`src/rtl/axisprng_pkg.sv`:
```
// Shared types and constants for the axisprng stream source.
// Latency: n/a (types, constants and constant functions only).
// Backpressure: n/a.
package axisprng_pkg;

    typedef enum logic [1:0] {
        IDLE  = 2'd0,
        RUN   = 2'd1,
        DRAIN = 2'd2
    } state_t;

    localparam logic MODE_LFSR    = 1'b0;
    localparam logic MODE_COUNTER = 1'b1;

    // Tap mask for x^31 + x^13 + 1; callers truncate to their LGPOLY.
    function automatic logic [63:0] default_poly();
        return 64'h0000_0000_0000_2001;
    endfunction

    // Single one in the MSB: the LFSR fill used after reset and for a zero seed.
    function automatic logic [63:0] initial_fill(input int lgpoly);
        return 64'd1 << (lgpoly - 1);
    endfunction

endpackage

```
`src/rtl/axisprng_lfsr_multistep.sv`:
```
// Advances a Fibonacci LFSR by NSTEPS steps and collects the serial output bits.
// Latency: purely combinational.
// Backpressure: none; the caller decides when to register o_state.
// Ports: i_state current state; o_state state after NSTEPS steps;
//        o_word bit k = s[0] before step k.
module lfsr_multistep
    import axisprng_pkg::*;
#(
    parameter int                LGPOLY = 31,
    parameter logic [LGPOLY-1:0] POLY   = LGPOLY'(default_poly()),
    parameter int                NSTEPS = 32
) (
    input  logic [LGPOLY-1:0] i_state,
    output logic [LGPOLY-1:0] o_state,
    output logic [NSTEPS-1:0] o_word
);

    logic [LGPOLY-1:0] s;

    always_comb begin
        s      = i_state;
        o_word = '0;
        for (int k = 0; k < NSTEPS; k++) begin
            o_word[k] = s[0];
            s         = {^(s & POLY), s[LGPOLY-1:1]};
        end
        o_state = s;
    end

endmodule

```
`src/rtl/axisprng.sv`:
```
// AXI-stream LFSR / counter pattern source with seed load and TLAST framing.
// Latency: first beat valid the cycle after i_enable is seen in IDLE; 1 beat/clock after that.
// Backpressure: TVALID && !TREADY holds TDATA, TLAST, state and all counters.
// Ports: S_AXI_ACLK/S_AXI_ARESETN clock and async active-low reset; i_enable start/stop;
//        i_mode 0=LFSR 1=counter; i_pktlen packet length-1; i_seed_valid/i_seed/o_seed_ready
//        seed load (IDLE only); o_busy in RUN/DRAIN; M_AXIS_* master stream.
module axisprng
    import axisprng_pkg::*;
#(
    parameter int                C_AXIS_DATA_WIDTH = 32,
    parameter int                LGPOLY            = 31,
    parameter logic [LGPOLY-1:0] POLY              = LGPOLY'(default_poly()),
    parameter int                LGPKT             = 8
) (
    input  logic                         S_AXI_ACLK,
    input  logic                         S_AXI_ARESETN,
    input  logic                         i_enable,
    input  logic                         i_mode,
    input  logic [LGPKT-1:0]             i_pktlen,
    input  logic                         i_seed_valid,
    input  logic [LGPOLY-1:0]            i_seed,
    output logic                         o_seed_ready,
    output logic                         o_busy,
    output logic                         M_AXIS_TVALID,
    input  logic                         M_AXIS_TREADY,
    output logic [C_AXIS_DATA_WIDTH-1:0] M_AXIS_TDATA,
    output logic                         M_AXIS_TLAST
);

    localparam int                W    = C_AXIS_DATA_WIDTH;
    localparam logic [LGPOLY-1:0] FILL = LGPOLY'(initial_fill(LGPOLY));

    state_t            state, state_nxt;
    logic [LGPOLY-1:0] lfsr_s, lfsr_src, lfsr_nxt;
    logic [W-1:0]      cnt, cnt_src, lfsr_word, gen_word, tdata;
    logic [LGPKT-1:0]  beat_cnt, pktlen_r;
    logic              mode_r, mode_sel, tvalid, tlast;
    logic              seed_load, accept, start, advance, finish;

    assign o_seed_ready  = (state == IDLE);
    assign o_busy        = (state != IDLE);
    assign M_AXIS_TVALID = tvalid;
    assign M_AXIS_TDATA  = tdata;
    assign M_AXIS_TLAST  = tlast;

    assign seed_load = i_seed_valid && o_seed_ready;
    assign accept    = tvalid && M_AXIS_TREADY;

    // The registers hold the generator state *after* the word on TDATA, so the
    // next word is always computed from them. A seed arriving with i_enable is
    // muxed in ahead of the generator so it shapes the very first word.
    assign lfsr_src = seed_load ? ((i_seed == '0) ? FILL : i_seed) : lfsr_s;
    assign cnt_src  = seed_load ? W'(i_seed) : cnt;
    assign mode_sel = (state == IDLE) ? i_mode : mode_r;
    assign gen_word = (mode_sel == MODE_COUNTER) ? cnt_src : lfsr_word;

    lfsr_multistep #(
        .LGPOLY (LGPOLY),
        .POLY   (POLY),
        .NSTEPS (W)
    ) u_step (
        .i_state (lfsr_src),
        .o_state (lfsr_nxt),
        .o_word  (lfsr_word)
    );

    always_ff @(posedge S_AXI_ACLK or negedge S_AXI_ARESETN) begin
        if (!S_AXI_ARESETN) state <= IDLE;
        else                state <= state_nxt;
    end

    // start: load first word; advance: load next word after an accepted beat;
    // finish: last TLAST beat accepted with i_enable low, stop streaming.
    always_comb begin
        state_nxt = state;
        start     = 1'b0;
        advance   = 1'b0;
        finish    = 1'b0;
        case (state)
            IDLE: begin
                if (i_enable) begin
                    state_nxt = RUN;
                    start     = 1'b1;
                end
            end
            RUN, DRAIN: begin
                if (accept && tlast && !i_enable) begin
                    state_nxt = IDLE;
                    finish    = 1'b1;
                end else begin
                    state_nxt = i_enable ? RUN : DRAIN;
                    advance   = accept;
                end
            end
            default: state_nxt = IDLE;
        endcase
    end

    always_ff @(posedge S_AXI_ACLK or negedge S_AXI_ARESETN) begin
        if (!S_AXI_ARESETN) begin
            tvalid   <= 1'b0;
            tlast    <= 1'b0;
            tdata    <= '0;
            lfsr_s   <= FILL;
            cnt      <= '0;
            beat_cnt <= '0;
            pktlen_r <= '0;
            mode_r   <= MODE_LFSR;
        end else begin
            // Only the generator feeding the stream advances; the other keeps
            // its value (or takes the seed) so each mode resumes where it left off.
            if (start || advance) begin
                tvalid <= 1'b1;
                tdata  <= gen_word;
                lfsr_s <= (mode_sel == MODE_LFSR) ? lfsr_nxt : lfsr_src;
                cnt    <= (mode_sel == MODE_COUNTER) ? cnt_src + W'(1) : cnt_src;
            end else if (seed_load) begin
                lfsr_s <= lfsr_src;
                cnt    <= cnt_src;
            end

            if (start)
                mode_r <= i_mode;

            if (start || (advance && tlast)) begin
                beat_cnt <= '0;
                pktlen_r <= i_pktlen;
                tlast    <= (i_pktlen == '0);
            end else if (advance) begin
                beat_cnt <= beat_cnt + LGPKT'(1);
                tlast    <= ((beat_cnt + LGPKT'(1)) == pktlen_r);
            end

            if (finish) begin
                tvalid   <= 1'b0;
                tlast    <= 1'b0;
                beat_cnt <= '0;
            end
        end
    end

endmodule
```
`config.mk`:
```
export PLATFORM = sky130hd
export DESIGN_NAME = axisprng
export DESIGN_NICKNAME = d
export VERILOG_FILES = /design/src/rtl/axisprng_pkg.sv /design/src/rtl/axisprng_lfsr_multistep.sv /design/src/rtl/axisprng.sv
export SDC_FILE = /design/constraint.sdc
export NUM_CORES = 1
export LEC_CHECK = 0
export CAP_MARGIN = 20
export CORE_MARGIN = 2
export CORE_UTILIZATION = 55
export CTS_BUF_LIST = sky130_fd_sc_hd__clkbuf_4 sky130_fd_sc_hd__clkbuf_8 sky130_fd_sc_hd__clkbuf_16
export CTS_CLUSTER_DIAMETER = 80
export CTS_CLUSTER_SIZE = 30
export DETAILED_ROUTE_END_ITERATION = 8
export PLACE_DENSITY = 0.79
export SLEW_MARGIN = 20
export SYNTH_ARGS = -nofsm -noshare
export SYNTH_HDL_FRONTEND = slang
export SYNTH_SLANG_ARGS = --single-unit
```
`constraint.sdc`:
```
create_clock -name S_AXI_ACLK -period 5.96 [get_ports S_AXI_ACLK]
set_clock_uncertainty 0.2 [all_clocks]
set_input_delay 1.192 -clock S_AXI_ACLK [delete_from_list [all_inputs] [get_ports S_AXI_ACLK]]
set_output_delay 1.192 -clock S_AXI_ACLK [all_outputs]
set_load 0.02 [all_outputs]
```
; ---- After elaboration in Yosys (flattened, before gate mapping)
; Cells that the tools add are included.
[op_classes]
addsub = 2
n_eq_ne = 4
muxes = 29
n_reduce_logical = 48
[ops]
columns = cell, n
row1 = $reduce_xor 31->1, 32
row2 = $mux 32, 5
row3 = $mux 31, 5
row4 = $add 32x1->32 const B, 1
row5 = $logic_not 31->1, 1
row6 = $mux 8, 3
row7 = $mux 1, 12
row8 = $add 8x1->8 const B, 1
row9 = $eq 8x8->1, 1
row10 = $logic_not 8->1, 1
row11 = $mux 2, 3
row12 = $reduce_bool 2->1, 3
row13 = $logic_and 1x1->1, 5
row14 = $pmux 2 s2, 1
row15 = $reduce_bool 3->1, 1
row16 = $eq 2x1->1 const B, 1
row17 = $eq 2x2->1 const B, 1
row18 = $logic_not 2->1, 1
row19 = $logic_or 1x1->1, 2
row20 = $ne 2x2->1 const B, 1
row21 = $reduce_or 2->1, 1
row22 = $logic_not 1->1, 1
[word_totals]
ff_bits = 116
input_bits = 45
output_inout_bits = 36
word_cells = 92

; ---- Longest topological paths before layout
[logic_depth]
ltp_word = 9
depth_mapped = 16
depth_no_buf = 11

; ---- Hierarchy
; From an unflattened synthesis, not the netlist that was laid out.
[unflattened]
cells_unflattened = 736
area_unflattened_um2 = 6959.2
[by_module_without_submodules]
columns = module, instances, cells_per_inst, area_each_um2, seq_area_each_um2
row1 = axisprng, 1, 673, 6251.0, 2904.0
row2 = lfsr_multistep, 1, 63, 708.2, 0.0

; ---- Worst setup path before layout
; OpenSTA, ideal clock, no wires.
[synth_path]
path_type = input to register
startpoint = input port i_seed_valid
endpoint = register cnt[26]
t_arrival_ns = 4.336
required_time_ns = 5.680
slack_ns = 1.344
stages = 13
path_buffers = 4
cell_sequence = nand2_1 > buf_2 > clkbuf_1 > clkbuf_1 > buf_1 > a21o_1 > ha_1 > nand2_4 > or4_4 > or4_4 > a211oi_4 > nor4b_4 > xnor2_1
[synth_between]
elab_chain_len = 5
[synth_lines]
columns = element, line_no
row1 = from (decl), axisprng.sv:20  ; input logic i_seed_valid,
row2 = $logic_and 1x1->1 (*), axisprng.sv:46  ; assign seed_load = i_seed_valid && o_seed_ready;
row3 = $mux 32, axisprng.sv:53  ; assign cnt_src = seed_load ? W'(i_seed) : cnt;
row4 = $add 32x1->32, axisprng.sv:116  ; cnt <= (mode_sel == MODE_COUNTER) ? cnt_src + W'(1) : cnt_src;
row5 = $mux 32, axisprng.sv:116
row6 = $mux 32, axisprng.sv:112  ; if (start || advance) begin
row7 = to (signal assigned), axisprng.sv:116
row8 = to (signal assigned), axisprng.sv:119  ; cnt <= cnt_src;
row9 = to (decl), axisprng.sv:35  ; logic [W-1:0] cnt, cnt_src, lfsr_word, gen_word, tdata;
; Every way passes the cells marked *; elsewhere a longest branch is shown, timed or not. The select of a mux whose other input is x is not followed.
; A chain may end at the register's enable or synchronous reset.

; ---- Worst setup path after layout
[layout_path]
startpoint = input port i_seed_valid
endpoint = register cnt[21]
; The elaborated chain is that of the path after synthesis.

==> summary.md <==
| Metric | Value |
|---|---|
| Vias per cell | 6.190 |
| Layout fillers | 957 |
| Top FF cell, synth | dfrtp_1 |
| Largest net degree at the start of global routing | 76 |
| Synth async-reset ratio | 100.0% |
| Outcome | finished, final reports clean |
| Most frequent cells in the layout | 149 x nand2_1, 115 x dfrtp_1, 107 x a21oi_1 |
| IO Pins | 81 |
| CP max stage delay | 0.71 ns |
| Crit path arrival time | 4.56 ns |
| Routed Antenna Nets | 0 |
| Sequential area share after synthesis | 43.00% |
| Setup TNS Final | 0 ns |
| First DRT Iteration DRCs | 796 |
| Crit Path Max Fanout | 26 |
| Final worst-path cycle share | 74.01% |
| Worst slew pin tran | 0.9640 ns |
| Finished Cell Area | 8272 µm² |
| Placer Congestion | 0.9575 |
| DR pass1 iterations | 7 |
| Via Count | 6,326 |
| Synth Area in Adders | 0.7410% |
| Simple-Gate Fraction of Synth Area | 21.73% |
| CP required | 6.11 ns |
| Worst hold path class | reg -> reg |
| Nets@finish | 911 |
| Final WL | 20,740 µm |
| Final slew viol count | 0 |
| DRC | 0 |
| Core area | 12,010 µm² |
| First-pass GRT wire length | 33,060 µm |
| CTS buffer count | 17 |
| Post-CTS sizing | 0 |
| Most common cell after layout, fill and taps aside | nand2_1 |
| Post-DP Area | 7665 µm² |
| RSZ-0062 raised after global routing | no |
| Skew-Pair Late Insertion Delay | 0.42 ns |
| H-Tree Depth | 4 |
| CTS tree | yes |
| Clk root buf | clkbuf_16 |
| Compound-cell area share of the yosys netlist | 16.28% |
| FP Rows | 40 |
| Fin. Hold Viols | 0 |
| Placed cells | 990 |
| Die ar. | 13,180 µm² |
| Nature of the critical path endpoint | flip-flop |
| Clock sinks | 116 |
| Initial Util | 56.23% |
| CP startpoint kind | input pin |
| Layout cells sized above 1 | 7.543% |
| Hold buffers post-CTS | 0 |
| Synth Register Bits | 116 |
| Antenna diode count | 0 |
| Number of synthesized flops with an enable pin | 0 |
| Vias in the first global route | 6,182 |
| VDD IR max | 328.9 µV |
| Chip width | 114.8 µm |
| Mapped Cells | 798 |
| Fin cells | 1,022 |
| Netlist cell types | 45 |
| Setup Viol. Count Final | 0 |
| Max Freq | 0.2267 GHz |
| GR Overflow Total | 0 |
| Max-cap viol count | 0 |
| Mean post-synth cell area | 8.464 µm² |
| Area Overhead vs Synth | 22.47% |
| Crit path max-delay cell type | clkdlybuf4s50_1 |
| CTS clk-pin slew, worst paths | 0.05 ns |
| Mux cell area share after synthesis | 4.279% |
| CP cell instances | clkdlybuf4s50_1, buf_4, and2_1, nand3_1, a22o_1, nor3_1, nand3_1, nor3_1, xnor2_1 |
| Leakage | 3.560 nW |
| Buffers on Ports | 80 |
| Cell area after synthesis | 6754 µm² |
| Gr usage total | 32.89% |
| Power per cell area | 644.9 nW/µm² |
| YS warnings | 0 |
| Combinational family with the most area after synthesis | simple AND/OR/NAND/NOR gates |
| Detailed-route wire length per cell | 20.29 µm |
| Critical path class | in -> reg |
| Syn_nets | 847 |
| Die Span Y | 114.8 µm |
| Initial antenna violation count | 0 |
| Tmin final | 4.411 ns |
| Xor/xnor share of the synthesized area | 11.15% |
| Maximum root-to-sink buffer count | 2 |
| Post-CTS Repair Setup Buffers | 0 |
| HPWL Detailed | 14,720 µm |
| Max_slew headroom | 35.73% |
| Hold WS | 0.2735 ns |
state kept, by name, indices dropped and copies added, names as in the netlist:
register       count
M_AXIS_TDATA      32
cnt               32
lfsr_s            31
beat_cnt           8
pktlen_r           8
state              2
M_AXIS_TLAST       1
M_AXIS_TVALID      1
mode_r             1
layer usage:
| layer | global-route usage (%) | vias up | wire length [µm] |
|---|---|---|---|
| met4 | 15.02 | 0 | 803 |
| met1 | 42.90 | 3024 | 8351 |
| met3 | 7.222 | 73 | 1678 |
| li1 | - | 2911 | - |
| met5 | 0 | - | 0 |
| met2 | 52.90 | 318 | 9904 |
where the power goes:
part	switching [W]	leakage (nW)	total (W)	internal, W
registers	0.000296	1.43	0.00147	0.00117
logic	0.00174	1.83	0.00283	0.00109
clock network	0.000362	0.295	0.00104	0.000677
Yosys cell counts (all sizes together), types with 2 or more instances:
library cell  number  share of area, %
clkbuf            34               1.9
a31oi              8              0.74
xnor2             52               6.7
nor2              59               3.3
buf               12              0.76
nor4              13               1.2
ha                 4              0.74
nand4             11               1.0
mux2i             15               2.2
nor4b              2              0.48
nand2b             2              0.19
dfrtp            115                43
a21oi            107               7.9
or4                2              0.33
o31ai              2              0.22
o21ai             57               4.2
a21o               6              0.67
xor2              34               4.4
and4               2              0.26
nand3             22               1.6
mux2              12               2.1
and3              35               3.2
nand2            151               8.5
inv                3              0.17
nor3              13              0.96
o221ai             7              0.91
a211oi             2              0.41
o21a               4              0.44
and4b              3              0.44
layout make-up:
| type | instances | area [µm²] | area share (%) |
|---|---|---|---|
| Tap cell | 147 | 183.9 | 2.224 |
| Inverter | 3 | 11.26 | 0.1361 |
| Sequential cell | 116 | 2904 | 35.11 |
| Clock buffer | 24 | 509.2 | 6.156 |
| Timing Repair Buffer | 91 | 880.8 | 10.65 |
| Multi-Input combinational cell | 633 | 3685 | 44.55 |
| Clock inverter | 8 | 97.59 | 1.180 |
worst paths after layout:
path | depth (start not counted) | slack, ns | end | startpoint
min in group asynchronous | 1 | 0.72 | M_AXIS_TDATA[6]$_DFFE_PN0N_ | S_AXI_ARESETN
min reg2reg | 2 | 0.27 | M_AXIS_TDATA[29]$_DFFE_PN0N_ | M_AXIS_TDATA[29]$_DFFE_PN0N_
max | 9 | 1.55 | cnt[21]$_DFFE_PN0P_ | i_seed_valid
max in group asynchronous | 2 | 3.73 | lfsr_s[30]$_DFFE_PN1P_ | S_AXI_ARESETN
min | 2 | 0.27 | M_AXIS_TDATA[29]$_DFFE_PN0N_ | M_AXIS_TDATA[29]$_DFFE_PN0N_
max reg2reg | 12 | 1.85 | cnt[26]$_DFFE_PN0P_ | state[0]$_DFFE_PN0P_
critical path, delay by kind of cell:
kind | cells | cell delay (ns)
XOR/XNOR | 1 | 0.14
AO/OA/AOI/OAI | 1 | 0.28
AND/OR/NAND/NOR | 5 | 1.88
buffers and inverters | 2 | 1.04
through the flow:
| stage | worst slack [ns] | total power [W] | util, % |
|---|---|---|---|
| floorplan | 1.344 | 0.003345 | - |
| global placement | 1.374 | 0.004177 | 63.81 |
| detailed placement | 1.207 | 0.004249 | 63.81 |
| CTS | 1.635 | 0.005309 | 68.86 |
| global route | 1.302 | 0.005671 | 68.86 |
| finish | 1.549 | 0.005334 | 68.86 |
cell families after synthesis:
kind of cell             Yosys count
AO/OA/AOI/OAI                    199
XOR/XNOR                          86
adder cells (fa/ha/maj)            4
buffers and inverters             49
flip-flops                       116
multiplexers                      27
AND/OR/NAND/NOR                  317
Power figures use the tool's default switching activity.
